===== src/rtl/hazard_stall_ctrl.sv =====
// -----------------------------------------------------------------------------
// hazard_stall_ctrl
//
// Pipeline sequencer for the 5-stage core, sitting beside the forwarding unit.
// It resolves the hazards that forwarding cannot:
//   - load-use: one-cycle front-end stall with a bubble injected into ID/EX
//   - taken branch/jump in EX: flush IF/ID and bubble ID/EX
//   - multi-cycle EX ops (mul/div): freeze PC, IF/ID and ID/EX while EX/MEM
//     receives bubbles, until the unit reports done or a timeout expires
// It also keeps saturating stall/flush performance counters.
//
// Ports
//   clk              rising-edge clock
//   rst              synchronous reset, active-high
//   if_id_rs1/rs2    ID-stage source registers
//   if_id_use_rs1/2  ID instruction actually reads rs1/rs2
//   id_ex_mem_read   EX instruction is a load
//   id_ex_rd         EX instruction destination register
//   id_ex_mc_start   EX instruction is multi-cycle
//   mc_done          multi-cycle unit result valid this cycle
//   ex_branch_taken  branch/jump resolved taken in EX
//   pc_write         PC update enable
//   if_id_write      IF/ID write enable
//   id_ex_write      ID/EX write enable
//   id_ex_bubble     load NOP into ID/EX
//   if_id_flush      clear IF/ID to NOP
//   ex_mem_bubble    load NOP into EX/MEM
//   mc_timeout       sticky error: multi-cycle op exceeded MC_TIMEOUT cycles
//   stall_cnt        saturating count of cycles with pc_write==0
//   flush_cnt        saturating count of cycles with if_id_flush==1
//
// Strobes are combinational from state and inputs; state, wait counter,
// mc_timeout and the performance counters are registered.
// -----------------------------------------------------------------------------
module hazard_stall_ctrl #(
    parameter int CNT_W      = 32,
    parameter int MC_TIMEOUT = 64   // must be >= 2
) (
    input  logic             clk,
    input  logic             rst,
    input  logic [4:0]       if_id_rs1,
    input  logic [4:0]       if_id_rs2,
    input  logic             if_id_use_rs1,
    input  logic             if_id_use_rs2,
    input  logic             id_ex_mem_read,
    input  logic [4:0]       id_ex_rd,
    input  logic             id_ex_mc_start,
    input  logic             mc_done,
    input  logic             ex_branch_taken,
    output logic             pc_write,
    output logic             if_id_write,
    output logic             id_ex_write,
    output logic             id_ex_bubble,
    output logic             if_id_flush,
    output logic             ex_mem_bubble,
    output logic             mc_timeout,
    output logic [CNT_W-1:0] stall_cnt,
    output logic [CNT_W-1:0] flush_cnt
);

    typedef enum logic {
        RUN     = 1'b0,
        MC_WAIT = 1'b1
    } state_t;

    localparam int                WAIT_W      = $clog2(MC_TIMEOUT + 1);
    localparam logic [WAIT_W-1:0] TIMEOUT_VAL = WAIT_W'(MC_TIMEOUT);

    state_t            state, state_nxt;
    logic [WAIT_W-1:0] wait_cnt, wait_nxt, wait_inc;
    logic              timeout_set;
    logic              load_use;

    // x0 is hard-wired zero, so a load targeting it never creates a hazard.
    assign load_use = id_ex_mem_read && (id_ex_rd != 5'd0) &&
                      ((if_id_use_rs1 && (id_ex_rd == if_id_rs1)) ||
                       (if_id_use_rs2 && (id_ex_rd == if_id_rs2)));

    assign wait_inc = wait_cnt + WAIT_W'(1);

    // NOTE: every signal written here gets a default first, so no path leaves
    // a value unassigned and no latch is inferred.
    always_comb begin
        pc_write      = 1'b1;
        if_id_write   = 1'b1;
        id_ex_write   = 1'b1;
        id_ex_bubble  = 1'b0;
        if_id_flush   = 1'b0;
        ex_mem_bubble = 1'b0;
        state_nxt     = state;
        wait_nxt      = wait_cnt;
        timeout_set   = 1'b0;

        if (!rst) begin
            unique case (state)
                RUN: begin
                    if (ex_branch_taken) begin
                        // Flush wins; a multi-cycle start on the wrong path
                        // is squashed along with it.
                        if_id_flush  = 1'b1;
                        id_ex_bubble = 1'b1;
                    end else if (id_ex_mc_start && mc_done) begin
                        // Zero-latency op: result already available.
                    end else if (id_ex_mc_start) begin
                        pc_write      = 1'b0;
                        if_id_write   = 1'b0;
                        id_ex_write   = 1'b0;
                        ex_mem_bubble = 1'b1;
                        state_nxt     = MC_WAIT;
                        wait_nxt      = WAIT_W'(1);
                    end else if (load_use) begin
                        // The bubble clears mem_read in EX next cycle, so
                        // this stall lasts exactly one cycle.
                        pc_write     = 1'b0;
                        if_id_write  = 1'b0;
                        id_ex_bubble = 1'b1;
                    end
                end

                MC_WAIT: begin
                    // EX is frozen: branch and load-use are not evaluated.
                    if (mc_done) begin
                        state_nxt = RUN;
                    end else begin
                        pc_write      = 1'b0;
                        if_id_write   = 1'b0;
                        id_ex_write   = 1'b0;
                        ex_mem_bubble = 1'b1;
                        wait_nxt      = wait_inc;
                        if (wait_inc == TIMEOUT_VAL) begin
                            timeout_set = 1'b1;
                            state_nxt   = RUN;
                        end
                    end
                end

                default: state_nxt = RUN;
            endcase
        end
    end

    // NOTE: sequential state uses non-blocking assignments so every register
    // samples the pre-edge values regardless of statement order.
    always_ff @(posedge clk) begin
        if (rst) begin
            state      <= RUN;
            wait_cnt   <= '0;
            mc_timeout <= 1'b0;
            stall_cnt  <= '0;
            flush_cnt  <= '0;
        end else begin
            state    <= state_nxt;
            wait_cnt <= wait_nxt;
            if (timeout_set) begin
                mc_timeout <= 1'b1;
            end
            if (!pc_write && (stall_cnt != '1)) begin
                stall_cnt <= stall_cnt + CNT_W'(1);
            end
            if (if_id_flush && (flush_cnt != '1)) begin
                flush_cnt <= flush_cnt + CNT_W'(1);
            end
        end
    end

endmodule

===== config.mk =====
export PLATFORM = sky130hd
export DESIGN_NAME = hazard_stall_ctrl
export DESIGN_NICKNAME = d
export VERILOG_FILES = /design/src/rtl/hazard_stall_ctrl.sv
export SDC_FILE = /design/constraint.sdc
export NUM_CORES = 1
export LEC_CHECK = 0
export CORE_MARGIN = 4
export CORE_UTILIZATION = 45
export DETAILED_ROUTE_END_ITERATION = 8
export PLACE_DENSITY_LB_ADDON = 0.05
export SKIP_CTS_REPAIR_TIMING = 1
export SYNTH_ARGS = -nofsm -noshare
export SYNTH_HDL_FRONTEND = slang
export SYNTH_SLANG_ARGS = --single-unit

===== constraint.sdc =====
create_clock -name clk -period 1.9 [get_ports clk]
set_clock_uncertainty 0.15 [all_clocks]
set_input_delay 0.285 -clock clk [delete_from_list [all_inputs] [get_ports clk]]
set_output_delay 0.285 -clock clk [all_outputs]
set_load 0.05 [all_outputs]

==> reports/results.ini <==
[run_status]
outcome = complete, but fails checks
failed_checks = setup timing

[synthesis]
yosys_register_bits = 73
synth_compound_area_share_pct = 14.5
synth-adder-area-share_pct = 1.01
synth_commonest_cells = dfxtp_1 (73), nor2_1 (49), nand2_1 (34)
synth_async_sr_flop_share_pct = 0
syn_avg_cell_area_um2 = 8.34
post-synth-top-count-cell = dfxtp_1
synth_nets = 472
synth.top_cell.area_share_pct = 39.3
synth_top_family_by_area = simple AND/OR/NAND/NOR gates
synth-seq-area-share_pct = 39.3
synthMuxAreaShare_pct = 0.538
synth_enable_flop_cells = 0
synth_cell_types = 52
synthSimpleGateAreaFrac_pct = 31.4
synthCells = 446
yosys.area_share.xor_xnor_pct = 9.42
synth_ff_type = dfxtp_1
synth_area_leaders = dfxtp_1 (39%), xnor2_1 (5.2%), nor2_1 (4.9%)
yosysWarnings = 0
synth_top_area_cell = dfxtp_1
synth_area_um2 = 3720

[timing]
max_freq_mhz = 474
fin_crit_ns = 2.11
drv_slew = 0
fin_crit_sh_pct = 111
worst_pin_slew_ns = 0.461
hold_violations = 0
slew_headroom_pct = 69.3
grt_setup_unrepaired = yes
worst_slack_ns = -0.211
finalSetupViolations = 39

[worst_setup_path]
path_cells = nand4_1 > and4bb_4 > nand4_4 > nand4b_1 > buf_4 > or3_1 > a21oi_1
reg2reg_from = stall_cnt[3]$_SDFFE_PP0P_
cp_slowest_stage_delay_ns = 0.40
crit_fanout = 3
crit_path_top_delay_cell = and4bb_4
arrival_ns = 2.25
crit_type = flop to flop
r2r_end = stall_cnt[28]$_SDFFE_PP0P_
required_ns = 2.04
rrSetupSlack_ns = -0.21
rr_worst_depth = 7
worstSetupStartpointType = flop
cp-end-kind = flop

[route]
drc_errors = 0
vias = 4381
routed_wl_um = 12800
vias_per_cell = 5.65
first_pass_iters = 5
ant_nets = 0
first_iter_violations = 207
wire_per_inst_um = 16.5

[hold_path]
min_to = mc_timeout$_SDFFE_PP0P_
min_path_cells = 3
hold_class = input port to flop
worstHoldStart = rst

[cells_and_area]
fillers = 489
drive_gt1_share_pct = 51.6
antenna_cells = 0
area_delta_synth_final_pct = 72.7
finalInstanceArea_um2 = 6420
fin_nets = 695
final_cells = 776

[place]
dpl.cell_count = 732
hpwl_um = 8190
place_congestion = 0.849
io_buffer_count = 93
postPlaceCellArea_um2 = 5560

[die]
initial_utilization_pct = 47.1
num_rows = 32
die_area_um2 = 9780
coreArea_um2 = 7890
die_w_um = 98.9
io-pin-count = 94
dieHeight_um = 98.9

[grt]
grt_max_degree = 31
track_usage_pct = 21.7
grt_pass1_wl_um = 17800
grt.overflow.total = 0
antenna_found_initial = 0
grt_pass1_vias = 3984

[clock_network]
h-tree-depth = 3
cts_buffer_depth = 2
clk_latency_ns = 0.36
cts_buffers = 9
cts.sinks = 73
cts-root-buf = clkbuf_8
cts_tree = built
clk_pin_slew_ns = 0.09

[pwr]
p_per_area_nw_per_um2 = 505
leakage_nw = 2.72
irDropWorstVdd_mv = 0.388
finalPower_mw = 3.24

[run]
max-cap-violations = 0

## state kept, by name, indices dropped and copies added, names as in the netlist
register,flops
wait_cnt,7
mc_timeout,1
state,1
stall_cnt,32
flush_cnt,32
## power by group
group	internal (mW)	switching, mW
clock	0.779	0.621
sequential	1.52	0.00724
combinational	0.152	0.158
total	2.45	0.786
## how the worst max path moves through the flow
stage,start,end,slack [ns],depth (start not counted)
final,stall_cnt[3]$_SDFFE_PP0P_,stall_cnt[28]$_SDFFE_PP0P_,-0.21,7
after global routing,stall_cnt[3]$_SDFFE_PP0P_,stall_cnt[28]$_SDFFE_PP0P_,-0.30,7
after global placement,id_ex_rd[1],stall_cnt[11]$_SDFFE_PP0P_,-0.68,8
after detailed placement,id_ex_rd[4],stall_cnt[13]$_SDFFE_PP0P_,-0.76,8
after CTS,stall_cnt[8]$_SDFFE_PP0P_,stall_cnt[1]$_SDFFE_PP0P_,-0.42,7
after floorplan,state$_SDFF_PP0_,stall_cnt[1]$_SDFFE_PP0P_,-0.78,8
## stage by stage
stage          hold slack, ns  utilization (%)  TNS (ns)  setup slack, ns
6_report                0.269             81.4     -5.08           -0.211
5_1_grt                 0.289             81.4     -8.49           -0.304
2_1_floorplan           0.298                -    -28.33           -0.777
3_5_place_dp            0.313             70.5    -30.48           -0.760
3_3_place_gp            0.308             70.5    -28.02           -0.685
4_1_cts                 0.219             73.4    -12.72           -0.423
## cells by family (layout without fill, tap and decap cells)
logic type / Yosys count / in the layout
AOI/OAI and AO/OA: 85 / 86
xor gates and xnor gates: 40 / 40
adders and majority gates: 3 / 3
buffers and inverters: 27 / 254
DFF: 73 / 73
muxes: 2 / 2
and+or+nand+nor: 216 / 216
## critical path, delay by kind of cell (launching register included)
kind	cells	cell delay, ns
DFF	1	0.34
AOI/OAI and AO/OA	1	0.15
and+or+nand+nor	5	1.22
buffers and inverters	1	0.18
## layer usage
metal | wire length (um) | track usage (%) | share of wire (%)
met1 | 4990 | 26.1 | 39
met2 | 6660 | 38.3 | 52
met3 | 761 | 3.47 | 5.9
met4 | 382 | 8.72 | 3.0
met5 | 0 | 0 | 0
## cell usage in the layout (no fill, tap or decap), types with 4 or more instances in the layout
| cell type | synthesis | final |
|---|---|---|
| o21ai_1 | 0 | 7 |
| and3_1 | 16 | 12 |
| or4_1 | 11 | 5 |
| o21ai_0 | 20 | 12 |
| nand3_1 | 29 | 24 |
| xnor2_1 | 22 | 12 |
| dlymetal6s2s_1 | 0 | 6 |
| dfxtp_4 | 0 | 8 |
| buf_12 | 0 | 7 |
| nand4_1 | 20 | 20 |
| inv_1 | 8 | 7 |
| dfxtp_1 | 73 | 42 |
| nand3_2 | 0 | 5 |
| nor4_4 | 0 | 4 |
| clkbuf_8 | 0 | 10 |
| a21oi_2 | 0 | 9 |
| nor3_4 | 0 | 5 |
| clkbuf_2 | 0 | 4 |
| and3_4 | 0 | 4 |
| nand2_2 | 1 | 6 |
| o31ai_1 | 13 | 13 |
| nor2_1 | 49 | 47 |
| a21oi_1 | 32 | 23 |
| buf_6 | 3 | 21 |
| or4_4 | 0 | 6 |
| xnor2_2 | 0 | 10 |
| nand2_1 | 34 | 27 |
| buf_4 | 4 | 188 |
| xor2_1 | 18 | 18 |
| or3_1 | 15 | 14 |
| nor3_1 | 11 | 5 |
| dfxtp_2 | 0 | 23 |
## cell type report
cell class | instances | area, um2 | area share (%)
sequential | 73 | 1520 | 23.7
multi-input combinational | 347 | 2600 | 40.5
clock buffer | 10 | 138 | 2.14
inverter | 9 | 36.3 | 0.565
tap | 102 | 128 | 1.99
clock inverter | 6 | 88.8 | 1.38
timing repair buffer | 229 | 1910 | 29.8
(Power assumes the default switching activity.)
==> variant 1 (same flow settings) <==
The parameter `MC_TIMEOUT` goes from 64 to 32.
--- a/src/rtl/hazard_stall_ctrl.sv
+++ b/src/rtl/hazard_stall_ctrl.sv
@@ -34,7 +34,7 @@
 // -----------------------------------------------------------------------------
 module hazard_stall_ctrl #(
     parameter int CNT_W      = 32,
-    parameter int MC_TIMEOUT = 64   // must be >= 2
+    parameter int MC_TIMEOUT = 32   // must be >= 2
 ) (
     input  logic             clk,
     input  logic             rst,
Formal check against the unedited RTL: same outputs for any inputs over 10 cycles, from zero or initial values and one cycle with rst high; that may be too few to reach the edited logic, so the function may still have changed.
==> variant 1 against the unedited design <==
Sequential cell count shrank 1; final area is 5.5% higher; hold slack worse by 0.10 ns; the flow still finishes with violations (setup timing); wire length increased by 6.7%; count of clock-buffer cells in the layout increased by 2; synthesized cell count is 2.0% higher; synthesized area up 2.9%; clock power shrank 9%; total power fell by 3.7%; sequential share of layout area shrank 1.3 points; worst setup slack got worse by 0.35 ns.
==> variant 1: results (changes against the unedited design) <==
Clock Path Buffers 2 (unchanged); diodes inserted 0 (unchanged); compound-cell area share of the yosys netlist 12.3% (-2.2 points); HP Class in -> reg; hold endpoint wait_cnt[2]; CTS root buffer clkbuf_8; CP peak stage delay 0.57 ns (+0.17 ns); Setup WS post-layout -0.557 ns (-0.345 ns); Hold Crit Depth 4 (+1); Clk pin slew, worst setup/hold paths 0.08 ns; Post-DP Area 0.00581 sq mm (+4.3%); Yosys cell types 54 (+3.8%); DR pass1 iterations 5 (unchanged); Largest regs flush_cnt (32), stall_cnt (32), wait_cnt (6); number of CTS-inserted buffers 9 (unchanged); Clock Latency Late Sink 0.36 ns (about the same); PortBufs 93 (unchanged); drt total wl 13.6 mm (+6.7%); Critical R2R Capture stall_cnt[29]; post-synthesis mux area share 2.97% (+2.4 points); pin count of the biggest net entering global routing 43 (+39%); initial antenna violation count 0 (unchanged); peak fanout along the critical path 7 (+4); Layout Nets 709 (+2.0%); vias in the first global route 4084 (+2.5%); failing checks setup timing; Crit-path slowest cell or4_4; Relative slew margins 65.8% (-3.5 points); Peak supply drop 394 uV (+1.7%); Seq/Total Area, Yosys 37.7% (-1.6 points); YS warnings 0 (unchanged); CTS H-tree depth 3 (unchanged); reg2reg path depth 7 (unchanged); dpl hpwl 8.46 mm (+3.2%); GPL Wtd Cong 0.825 (-2.8%); fraction of layout cells with a size suffix above 1 56.1% (+4.5 points); XOR/XNOR share of the synthesized area 8.70% (-0.73 points); status complete, but fails checks; DR vias/cell 5.55 (-1.7%); adder-cell share of the synthesized area 0.981% (-0.029 points); GRT Total Usage 22.8% (+1.2 points); DRT iter0 DRCs 182 (-12%); hold path startpoint mc_done; crit path DAT 2.56 ns (+0.31 ns); critical register-to-register path startpoint stall_cnt[9]; total nets after synthesis 481 (+1.9%); ys async rst share 0% (unchanged); global-route wire length before repair 18.9 mm (+6.4%); top post-synthesis cells by count dfxtp_1, nor2_1, nand2_1; final setup violation count 62 (+59%); leakage power 2.94 nW (+8.0%); top cells by area, synth dfxtp_1, xor2_1, nor2_1
-- variant 1: changes by cell type in the layout (fill, tap and decap cells not counted), moves of 7 or more --
cell	before	now
buf_4	188	179
dfxtp_1	42	33
a21oi_1	23	15
dlymetal6s2s_1	6	14
nor2b_1	2	10
o21ai_1	7	0
xor2_1	18	25
-- variant 1: worst max-delay path by stage --
| stage | start | to | slack, ns | depth (start not counted) |
|---|---|---|---|---|
| 6_report | stall_cnt[9] | stall_cnt[29] | -0.56 | 7 |
| 5_1_grt | stall_cnt[9] | stall_cnt[29] | -0.58 | 7 |
| 4_1_cts | id_ex_rd[2] | if_id_write | -0.61 | 6 |
| 3_5_place_dp | id_ex_rd[4] | stall_cnt[31] | -0.86 | 7 |
| 3_3_place_gp | id_ex_mem_read | stall_cnt[31] | -0.76 | 7 |
| 2_1_floorplan | state | pc_write | -1.05 | 5 |
-- variant 1: layout make-up --
type / instances / area [sq um]
multi-input cells: 358 / 2790
repair buffers: 237 / 2100
flip-flops and latches: 72 / 1520
fillers: 488 / 1480
clock buffers: 12 / 188
well taps: 105 / 131
inverters: 5 / 26.3
clock inverters: 4 / 22.5
-- variant 1: power by group --
part           internal [W]  leakage, nW  switching, W
Sequential          0.00150        0.603    0.00000542
Clock              0.000662        0.108      0.000613
Combinational      0.000160         2.22      0.000180
Total               0.00232         2.94      0.000799
-- variant 1: per-stage QoR --
stage | TNS, ns | std cells | worst slack, ns | utilization, % | hold slack (ns)
after floorplan | -34.65 | 455 | -1.05 | - | 0.294
after global placement | -33.19 | 756 | -0.765 | 70.3 | 0.306
after detailed placement | -37.07 | 756 | -0.864 | 70.3 | 0.314
after CTS | -21.94 | 772 | -0.612 | 72.8 | 0.306
after global routing | -21.66 | 793 | -0.583 | 82.0 | 0.183
final | -18.15 | 793 | -0.557 | 82.0 | 0.168
-- variant 1: layer usage --
layer	vias to the layer above	track usage (%)	part of all wire, %
met5	-	0	0
met4	0	7.56	3.4
met3	43	5.21	5.4
met2	138	39.6	53
met1	2106	27.9	38
li1	2114	-	-
-- variant 1: cells by family after synthesis --
family          after synthesis
compound gates               70
flops                        72
fa+ha+maj                     3
xor+xnor                     38
simple gates                236
mux                          10
buf+inv                      26
-- variant 1: worst max-delay path: cells and delay by family (launching register included) --
family	cells	cell delay (ns)
AND/OR/NAND/NOR	5	1.37
flip-flops	1	0.37
multiplexers	1	0.31
buffers and inverters	1	0.15
==> variant 2 (same settings) <==
Made on the original files. Reset style: asynchronous (`rst`), changed in one clocked block. Comments in the files are not updated.
--- a/src/rtl/hazard_stall_ctrl.sv
+++ b/src/rtl/hazard_stall_ctrl.sv
@@ -141,7 +141,7 @@
 
     // NOTE: sequential state uses non-blocking assignments so every register
     // samples the pre-edge values regardless of statement order.
-    always_ff @(posedge clk) begin
+    always_ff @(posedge clk or posedge rst) begin
         if (rst) begin
             state      <= RUN;
             wait_cnt   <= '0;
Check against the original RTL: differs if rst is asserted again (counterexample within 4 cycles, from zero or initial values and one cycle with rst high); with rst held inactive, the same outputs for 10 cycles.
==> variant 2 against the unedited design <==
The flow still finishes with violations (setup timing); core utilization up 6.7 points; synthesized area down 0.24%; sequential share of layout area up 3.6 points; synthesized cell count down 18%; critical path depth up 1; fmax down 5.3%; sequential cell count unchanged; final area up 8.2%; worst setup slack worse by 0.12 ns; die area down 0.22%; wire length up 7.5%; critical path type unchanged; critical endpoint is now stall_cnt[22].
Power is not compared: it rests on default switching activity, and its combinational part moved more than twofold at a synthesized area within 25%.
==> variant 2: results (changes against the unedited design) <==
pin count of the biggest net entering global routing 53 (+71%); fillcell total 330 (-33%); ys async rst share 100% (+100 points); Peak supply drop 671 uV; dpl hpwl 7.84 mm (-4.3%); post-synthesis mux area share 1.18% (+0.64 points); hold path startpoint mc_timeout; global-route wire length before repair 17.1 mm (-3.8%); Slew @ Worst Pin 0.396 ns (-0.0647 ns); WL per Instance 19.1 microns (+16%); vias in the first global route 3681 (-7.6%); GPL Wtd Cong 0.792 (-6.7%); Syn Inst Count 364 (-18%); crit path DAT 2.35 ns (+0.10 ns); XOR/XNOR share of the synthesized area 17.0% (+7.6 points); worst slack, placed -0.609 ns (+0.151 ns); Critical Path End stall_cnt[22]; non-filler instance count after layout 721 (-7.1%); Yosys cell types 49 (-5.8%); reg2reg path depth 8 (+1); DR pass1 iterations 4 (-1); DRT iter0 DRCs 160 (-23%); HP Class reg -> reg; Post-DP Area 0.00597 sq mm (+7.2%); adder-cell share of the synthesized area 1.01% (+0.0024 points); hold endpoint mc_timeout; top cells by area, synth dfrtp_1, xnor2_1, xor2_1; Seq/Total Area, Yosys 49.2% (+9.9 points); Setup WS post-layout -0.329 ns (-0.118 ns); status complete, but fails checks; initial antenna violation count 1 (+1); Critical Path Start stall_cnt[0]; Crit-path slowest cell or3_4; critical register-to-register path startpoint stall_cnt[0]; final setup violation count 63 (+62%); top post-synthesis cells by count dfrtp_1, nand2_1, xnor2_1, xor2_1, nand3_1; prevailing post-synth register cell dfrtp_1; compound-cell area share of the yosys netlist 4.99% (-9.5 points); Layout Nets 639 (-8.1%); peak fanout along the critical path 8 (+5); DR vias/cell 5.43 (-3.8%); failing checks setup timing
==> variant 2: per-layer routing <==
layer,part of all wire [%],up-vias,GRT usage (%)
met2,54,128,36.9
met3,4.5,41,4.03
met4,2.8,0,5.36
li1,-,1793,-
met1,39,1952,27.7
met5,0,-,0
==> variant 2: critical path, delay by kind of cell, from the launching register on <==
| family | cells | cell delay [ns] |
|---|---|---|
| adders and majority gates | 1 | 0.15 |
| DFF | 1 | 0.40 |
| AOI/OAI and AO/OA | 2 | 0.37 |
| buffers and inverters | 2 | 0.20 |
| xor gates and xnor gates | 1 | 0.21 |
| and+or+nand+nor | 2 | 0.65 |
==> variant 2: final cells by class <==
class	count	area, sq um	area share, %
sequential	73	1890	27.2
inverter	7	33.8	0.486
tap	102	128	1.84
clock buffer	11	141	2.03
clock inverter	5	56.3	0.810
timing repair buffer	245	2140	30.8
multi-input combinational	277	2550	36.7
antenna	1	2.50	0.0360
